File: config.mk
export PLATFORM = sky130hd
export DESIGN_NAME = wash_sequencer
export DESIGN_NICKNAME = d
export VERILOG_FILES = /design/src/rtl/wash_pkg.sv /design/src/rtl/wash_phase_timer.sv /design/src/rtl/wash_sequencer.sv
export SDC_FILE = /design/constraint.sdc
export NUM_CORES = 1
export LEC_CHECK = 0
export ABC_AREA = 0
export BUFFER_PORTS_ARGS = -buffer_cell sky130_fd_sc_hd__buf_2
export CAP_MARGIN = 40
export CORE_MARGIN = 2
export CORE_UTILIZATION = 25
export CTS_CLUSTER_DIAMETER = 50
export DETAILED_ROUTE_END_ITERATION = 10
export SYNTH_ARGS = -nofsm -noshare
export SYNTH_HDL_FRONTEND = slang
export SYNTH_SLANG_ARGS = --single-unit
File: constraint.sdc
create_clock -name clk -period 2 [get_ports clk]
set_clock_uncertainty 0.1 [all_clocks]
set_input_delay 0.2 -clock clk [delete_from_list [all_inputs] [get_ports clk]]
set_output_delay 0.2 -clock clk [all_outputs]
set_load 0.01 [all_outputs]
File: src/rtl/wash_pkg.sv
// Shared state encoding, default phase lengths and the timer load helper
// used by the wash sequencer and its phase timer.
package wash_pkg;

    typedef logic [2:0] wash_state_t;

    localparam logic [2:0] ST_IDLE   = 3'd0;
    localparam logic [2:0] ST_FILL   = 3'd1;
    localparam logic [2:0] ST_WASH   = 3'd2;
    localparam logic [2:0] ST_DRAIN1 = 3'd3;
    localparam logic [2:0] ST_RFILL  = 3'd4;
    localparam logic [2:0] ST_RINSE  = 3'd5;
    localparam logic [2:0] ST_DRAIN2 = 3'd6;
    localparam logic [2:0] ST_SPIN   = 3'd7;

    localparam int unsigned WASH_CYCLES_DEF  = 16;
    localparam int unsigned RINSE_CYCLES_DEF = 8;
    localparam int unsigned DRAIN_CYCLES_DEF = 6;
    localparam int unsigned SPIN_CYCLES_DEF  = 12;
    localparam int unsigned FILL_TIMEOUT_DEF = 32;

    // A phase of N clocks loads N-1; 0 and 1 both collapse to a one-clock phase.
    function automatic logic [15:0] phase_load(input int unsigned cycles);
        if (cycles <= 1) begin
            return 16'd0;
        end
        return 16'(cycles - 1);
    endfunction

endpackage

File: src/rtl/wash_phase_timer.sv
// Loadable 16-bit down-counter shared by every timed phase of the sequencer;
// it holds at zero until the next load.
module wash_phase_timer (
    input  logic        clk,
    input  logic        reset,
    input  logic        i_load,
    input  logic [15:0] i_value,
    output logic        o_zero
);

    logic [15:0] r_count;

    always_ff @(posedge clk or negedge reset) begin
        if (!reset) begin
            r_count <= 16'd0;
        end else if (i_load) begin
            r_count <= i_value;
        end else if (r_count != 16'd0) begin
            r_count <= r_count - 16'd1;
        end
    end

    assign o_zero = (r_count == 16'd0);

endmodule

File: src/rtl/wash_sequencer.sv
// Washing-machine cycle sequencer: fill, wash, drain, rinse fill, rinse, drain, spin.
// Optional fill-state watchdog and sticky fault output: WASH_SEQUENCER_FILL_TIMEOUT_EN.
module wash_sequencer
    import wash_pkg::*;
#(
    parameter int unsigned WASH_CYCLES  = WASH_CYCLES_DEF,
    parameter int unsigned RINSE_CYCLES = RINSE_CYCLES_DEF,
    parameter int unsigned DRAIN_CYCLES = DRAIN_CYCLES_DEF,
    parameter int unsigned SPIN_CYCLES  = SPIN_CYCLES_DEF,
    parameter int unsigned FILL_TIMEOUT = FILL_TIMEOUT_DEF
) (
    input  logic       clk,
    input  logic       reset,
    input  logic       start,
    input  logic       abort,
    input  logic       fill_ready,
    output logic       fill_start,
    output logic       motor_on,
    output logic       spin_fast,
    output logic       drain_on,
    output logic       busy,
    output logic       done,
`ifdef WASH_SEQUENCER_FILL_TIMEOUT_EN
    output logic       fault,
`endif
    output logic [2:0] state_o
);

    localparam logic [15:0] LD_WASH  = phase_load(WASH_CYCLES);
    localparam logic [15:0] LD_RINSE = phase_load(RINSE_CYCLES);
    localparam logic [15:0] LD_DRAIN = phase_load(DRAIN_CYCLES);
    localparam logic [15:0] LD_SPIN  = phase_load(SPIN_CYCLES);
    localparam logic [15:0] LD_FILL  = phase_load(FILL_TIMEOUT);

    wash_state_t r_state;
    wash_state_t w_next_state;
    logic        r_done;
    logic        w_load;
    logic [15:0] w_load_val;
    logic        w_timer_zero;
    logic        w_set_done;
    logic        w_clr_done;
`ifdef WASH_SEQUENCER_FILL_TIMEOUT_EN
    logic        r_fault;
    logic        w_set_fault;
`endif

    wash_phase_timer u_timer (
        .clk     (clk),
        .reset   (reset),
        .i_load  (w_load),
        .i_value (w_load_val),
        .o_zero  (w_timer_zero)
    );

    // Abort has priority over both fill_ready and timer expiry in every abortable state.
    always_comb begin
        w_next_state = r_state;
        w_load       = 1'b0;
        w_load_val   = 16'd0;
        w_set_done   = 1'b0;
        w_clr_done   = 1'b0;
`ifdef WASH_SEQUENCER_FILL_TIMEOUT_EN
        w_set_fault  = 1'b0;
`endif
        case (r_state)
            ST_IDLE: begin
                if (start) begin
                    w_next_state = ST_FILL;
                    w_load       = 1'b1;
                    w_load_val   = LD_FILL;
                    w_clr_done   = 1'b1;
                end
            end
            ST_FILL, ST_RFILL: begin
                if (abort) begin
                    w_next_state = ST_DRAIN2;
                    w_load       = 1'b1;
                    w_load_val   = LD_DRAIN;
                end else if (fill_ready) begin
                    w_next_state = (r_state == ST_FILL) ? ST_WASH : ST_RINSE;
                    w_load       = 1'b1;
                    w_load_val   = (r_state == ST_FILL) ? LD_WASH : LD_RINSE;
                end
`ifdef WASH_SEQUENCER_FILL_TIMEOUT_EN
                else if (w_timer_zero) begin
                    w_next_state = ST_DRAIN2;
                    w_load       = 1'b1;
                    w_load_val   = LD_DRAIN;
                    w_set_fault  = 1'b1;
                end
`endif
            end
            ST_WASH, ST_RINSE, ST_DRAIN1: begin
                if (abort) begin
                    w_next_state = ST_DRAIN2;
                    w_load       = 1'b1;
                    w_load_val   = LD_DRAIN;
                end else if (w_timer_zero) begin
                    w_load = 1'b1;
                    if (r_state == ST_WASH) begin
                        w_next_state = ST_DRAIN1;
                        w_load_val   = LD_DRAIN;
                    end else if (r_state == ST_RINSE) begin
                        w_next_state = ST_DRAIN2;
                        w_load_val   = LD_DRAIN;
                    end else begin
                        w_next_state = ST_RFILL;
                        w_load_val   = LD_FILL;
                    end
                end
            end
            ST_DRAIN2: begin
                if (w_timer_zero) begin
                    w_next_state = ST_SPIN;
                    w_load       = 1'b1;
                    w_load_val   = LD_SPIN;
                end
            end
            ST_SPIN: begin
                if (w_timer_zero) begin
                    w_next_state = ST_IDLE;
                    w_set_done   = 1'b1;
                end
            end
            default: begin
                w_next_state = ST_IDLE;
            end
        endcase
    end

    always_ff @(posedge clk or negedge reset) begin
        if (!reset) begin
            r_state <= ST_IDLE;
            r_done  <= 1'b0;
        end else begin
            r_state <= w_next_state;
            if (w_clr_done) begin
                r_done <= 1'b0;
            end else if (w_set_done) begin
                r_done <= 1'b1;
            end
        end
    end

`ifdef WASH_SEQUENCER_FILL_TIMEOUT_EN
    always_ff @(posedge clk or negedge reset) begin
        if (!reset) begin
            r_fault <= 1'b0;
        end else if (w_clr_done) begin
            r_fault <= 1'b0;
        end else if (w_set_fault) begin
            r_fault <= 1'b1;
        end
    end

    assign fault = r_fault;
`endif

    assign fill_start = (r_state == ST_FILL) || (r_state == ST_RFILL);
    assign motor_on   = (r_state == ST_WASH) || (r_state == ST_RINSE) || (r_state == ST_SPIN);
    assign spin_fast  = (r_state == ST_SPIN);
    assign drain_on   = (r_state == ST_DRAIN1) || (r_state == ST_DRAIN2) || (r_state == ST_SPIN);
    assign busy       = (r_state != ST_IDLE);
    assign done       = r_done;
    assign state_o    = r_state;

endmodule

==> flow_summary_export.csv <==
group,metric,value,unit
drt,vias_per_cell,4.65,
synthesis,async_flop_share,1.00,
synthesis,syn-instance-count,157,
floorplan,core_area,5070,sq um
synthesis,yosys.cell_count.top_type,"nor2_1",
synthesis,syn_nets,164,
setup_path,critPathLaunchType,"flop",
setup_path,worstPathMaxFanout,5,
setup_path,worstPathArrival,2.02,ns
layout,final_cells,258,
drt,drc,0,
setup_path,r2r-end,"u_timer.r_count[0]",
power,p_leak,0.727,nW
power,power.density,1290,nW/um^2
power,power,2.19,mW
drt,firstDrtPassIters,4,
setup_path,reg2reg_depth,7,
drt,wl,2990,um
floorplan,fp.dieW,76.1,um
synthesis,seq_area_frac_synth,0.385,
global_routing,grt_pass1_wl,5040,um
timing,worst_pin_slew,0.472,ns
synthesis,avgSynthCellArea,8.28,sq um
power,vdd_drop_max,0.000482,V
timing,setup_viol,0,
global_routing,grt_use_total,0.103,
floorplan,die-area,5790,sq um
timing,hold_ws,0.186,ns
timing,timing.final.crit_period,1.93,ns
timing,slew_violations,0,
place,gp_congestion,0.877,
layout,diodes,0,
synthesis,synth_commonest_cells,"30 x nor2_1, 20 x dfrtp_1, 12 x nand2_1",
layout,multi_input_area,773,sq um
layout,register_area,500,sq um
synthesis,yosysTopAreaCell,"dfrtp_1",
clocking,cts_made_buffers,3,
floorplan,rows,26,
drt,wl_per_cell,11.6,um
global_routing,grt_antenna_before_repair,0,
setup_path,critical_path_class,"flop to flop",
setup_path,reg2reg_from,"u_timer.r_count[9]",
timing,slew_headroom,0.686,
setup_path,crit_chain,"buf_4, nor4_2, buf_4, nand4_1, o21ai_2, buf_4, nand2b_1",
min_path,hp-class,"input port to flop",
layout,nFillCells,568,
synthesis,ys_types,38,
drt,ant_nets,0,
clocking,clockBufferDepth,2,
global_routing,overflow,0,
place,dp.cells,253,
clocking,insertion_delay,0.26,ns
clocking,clkSinkCount,20,
synthesis,dominantRegCellSynth,"dfrtp_1",
timing,max_freq,519,MHz
drt,drt_iter0_markers,54,
drt,vias,1199,
setup_path,slowest_delay,0.39,ns
setup_path,cp_top_family,"simple AND/OR/NAND/NOR gates",
synthesis,syn_area,1300,sq um
flow_run,maxCapViolations,0,
min_path,min_from,"start",
layout,layout.nets,196,
floorplan,initial_utilization,0.256,
clocking,ctsHtreeMaxLevel,1,
clocking,cts.reportedPaths.clkPinSlew,0.08,ns
synthesis,synth_top_area_frac,0.385,
setup_path,timing.reg2reg.setup_slack,0.07,ns
synthesis,synth_area_leaders,"dfrtp_1 38%, nor2_1 8.7%, xnor2_1 6.7%, nor3_1 3.8%, nand2_1 3.5%",
floorplan,die_height,76.1,um
global_routing,grt_pass1_vias,1153,
setup_path,cpMostUsedCell,"buf_4",
global_routing,grt_max_degree,22,
status,status,"finished clean",
place,port_buffers,13,
min_path,min_to,"done",
setup_path,endpoint_kind,"flop",
timing,period_share,0.963,
clocking,cts_tree,"built",
clocking,cts_root_buffer,"clkbuf_8",
synthesis,ys_warn_count,0,
synthesis,synth_seq_cells,20,
synthesis,synth-edff-count,0,
layout,area_delta_synth_final,30.7,%
setup_path,crit_buf_inv,3,
floorplan,io_pins,14,
timing,final_hold_viol_count,0,
place,hpwlAfterDp,2260,um
place,place_ws,-0.0408,ns
layout,layout-drive-gt1-share,0.282,
min_path,min_path_cells,4,
setup_path,worstPathRequired,2.10,ns
timing,setup_ws,0.0742,ns
setup_path,crit_slowest_cell,"dfrtp_1",
registers in the layout, summed over array words and instances (netlist names):
register	flops
u_timer.r_count	16
state_o	3
done	1
cell type report:
class                      instances  share of cell area
clock inverter                     1              0.0177
sequential                        20               0.295
tap                               70              0.0515
clock buffer                       3              0.0243
inverter                           7              0.0155
timing repair buffer              36               0.141
multi-input combinational        121               0.455
worst max-delay path by stage:
stage                     slack (ns)                from  cells past startpoint             endpoint
after floorplan                 0.04  u_timer.r_count[0]                      7  u_timer.r_count[11]
after global placement         -0.04  u_timer.r_count[4]                      5  u_timer.r_count[15]
after detailed placement       -0.04  u_timer.r_count[4]                      5  u_timer.r_count[15]
after CTS                      -0.01  u_timer.r_count[8]                      5  u_timer.r_count[13]
after global routing           -0.03  u_timer.r_count[9]                      8   u_timer.r_count[1]
final                           0.07  u_timer.r_count[9]                      7   u_timer.r_count[0]
power breakdown:
| part | internal (mW) | switching [mW] | leakage [nW] |
|---|---|---|---|
| clock network | 0.267 | 0.139 | 0.0357 |
| registers | 0.567 | 0.147 | 0.244 |
| logic | 0.540 | 0.528 | 0.447 |
| total | 1.37 | 0.814 | 0.727 |
placed cells by master, fill, tap and decap left out, drive strengths merged, types with 2 or more instances in the layout:
cell type / instances
inv: 7
or4: 2
xor2: 3
o21ai: 8
clkbuf: 3
or3: 5
nand3: 2
a31oi: 2
nor2: 30
nand2: 12
nor3: 10
buf: 35
nand2b: 3
mux2i: 4
ha: 2
nor4: 5
nor2b: 2
xnor2: 10
dfrtp: 20
and3: 2
a21oi: 8
layer usage:
layer / vias up / track usage / share of wire
li1: 607 / - / -
met1: 571 / 0.131 / 0.47
met2: 19 / 0.183 / 0.49
met3: 2 / 0.0308 / 0.039
met4: 0 / 0.00545 / 0.0020
met5: - / 0 / 0
per-stage QoR:
step           area [sq um]  setup TNS [ns]   util
3_3_place_gp           1570         -0.0887  0.309
3_5_place_dp           1570         -0.0724  0.309
6_report               1700               0  0.335
2_1_floorplan          1300               0      -
5_1_grt                1700          -0.182  0.335
4_1_cts                1660         -0.0134  0.326
tightest hold or removal path, stage by stage:
cell and delay, ns:
buf_2 0.11, nand2_1 0.06, a21oi_1 0.06, nor2_1 0.07
logic make-up (layout without fill, tap and decap cells):
kind of cell               after synthesis  count (layout)  synth area share
adders and majority gates                3               3            0.0269
buffers and inverters                   16              47            0.0597
xor gates and xnor gates                13              13            0.0876
and+or+nand+nor                         76              76             0.294
DFF                                     20              20             0.385
AOI/OAI and AO/OA                       25              25             0.116
muxes                                    4               4            0.0308
repair_timing:
action | 4_1_cts | 5_1_grt
setup buffers | 0 | 0
endpoints found under the hold margin | 20 | 0
gates resized for setup | 1 | 9
hold buffers | 1 | 0
pin swaps | 1 | 3
setup endpoints to repair | 13 | 19
No activity file was read; power rests on OpenSTA's default activity.
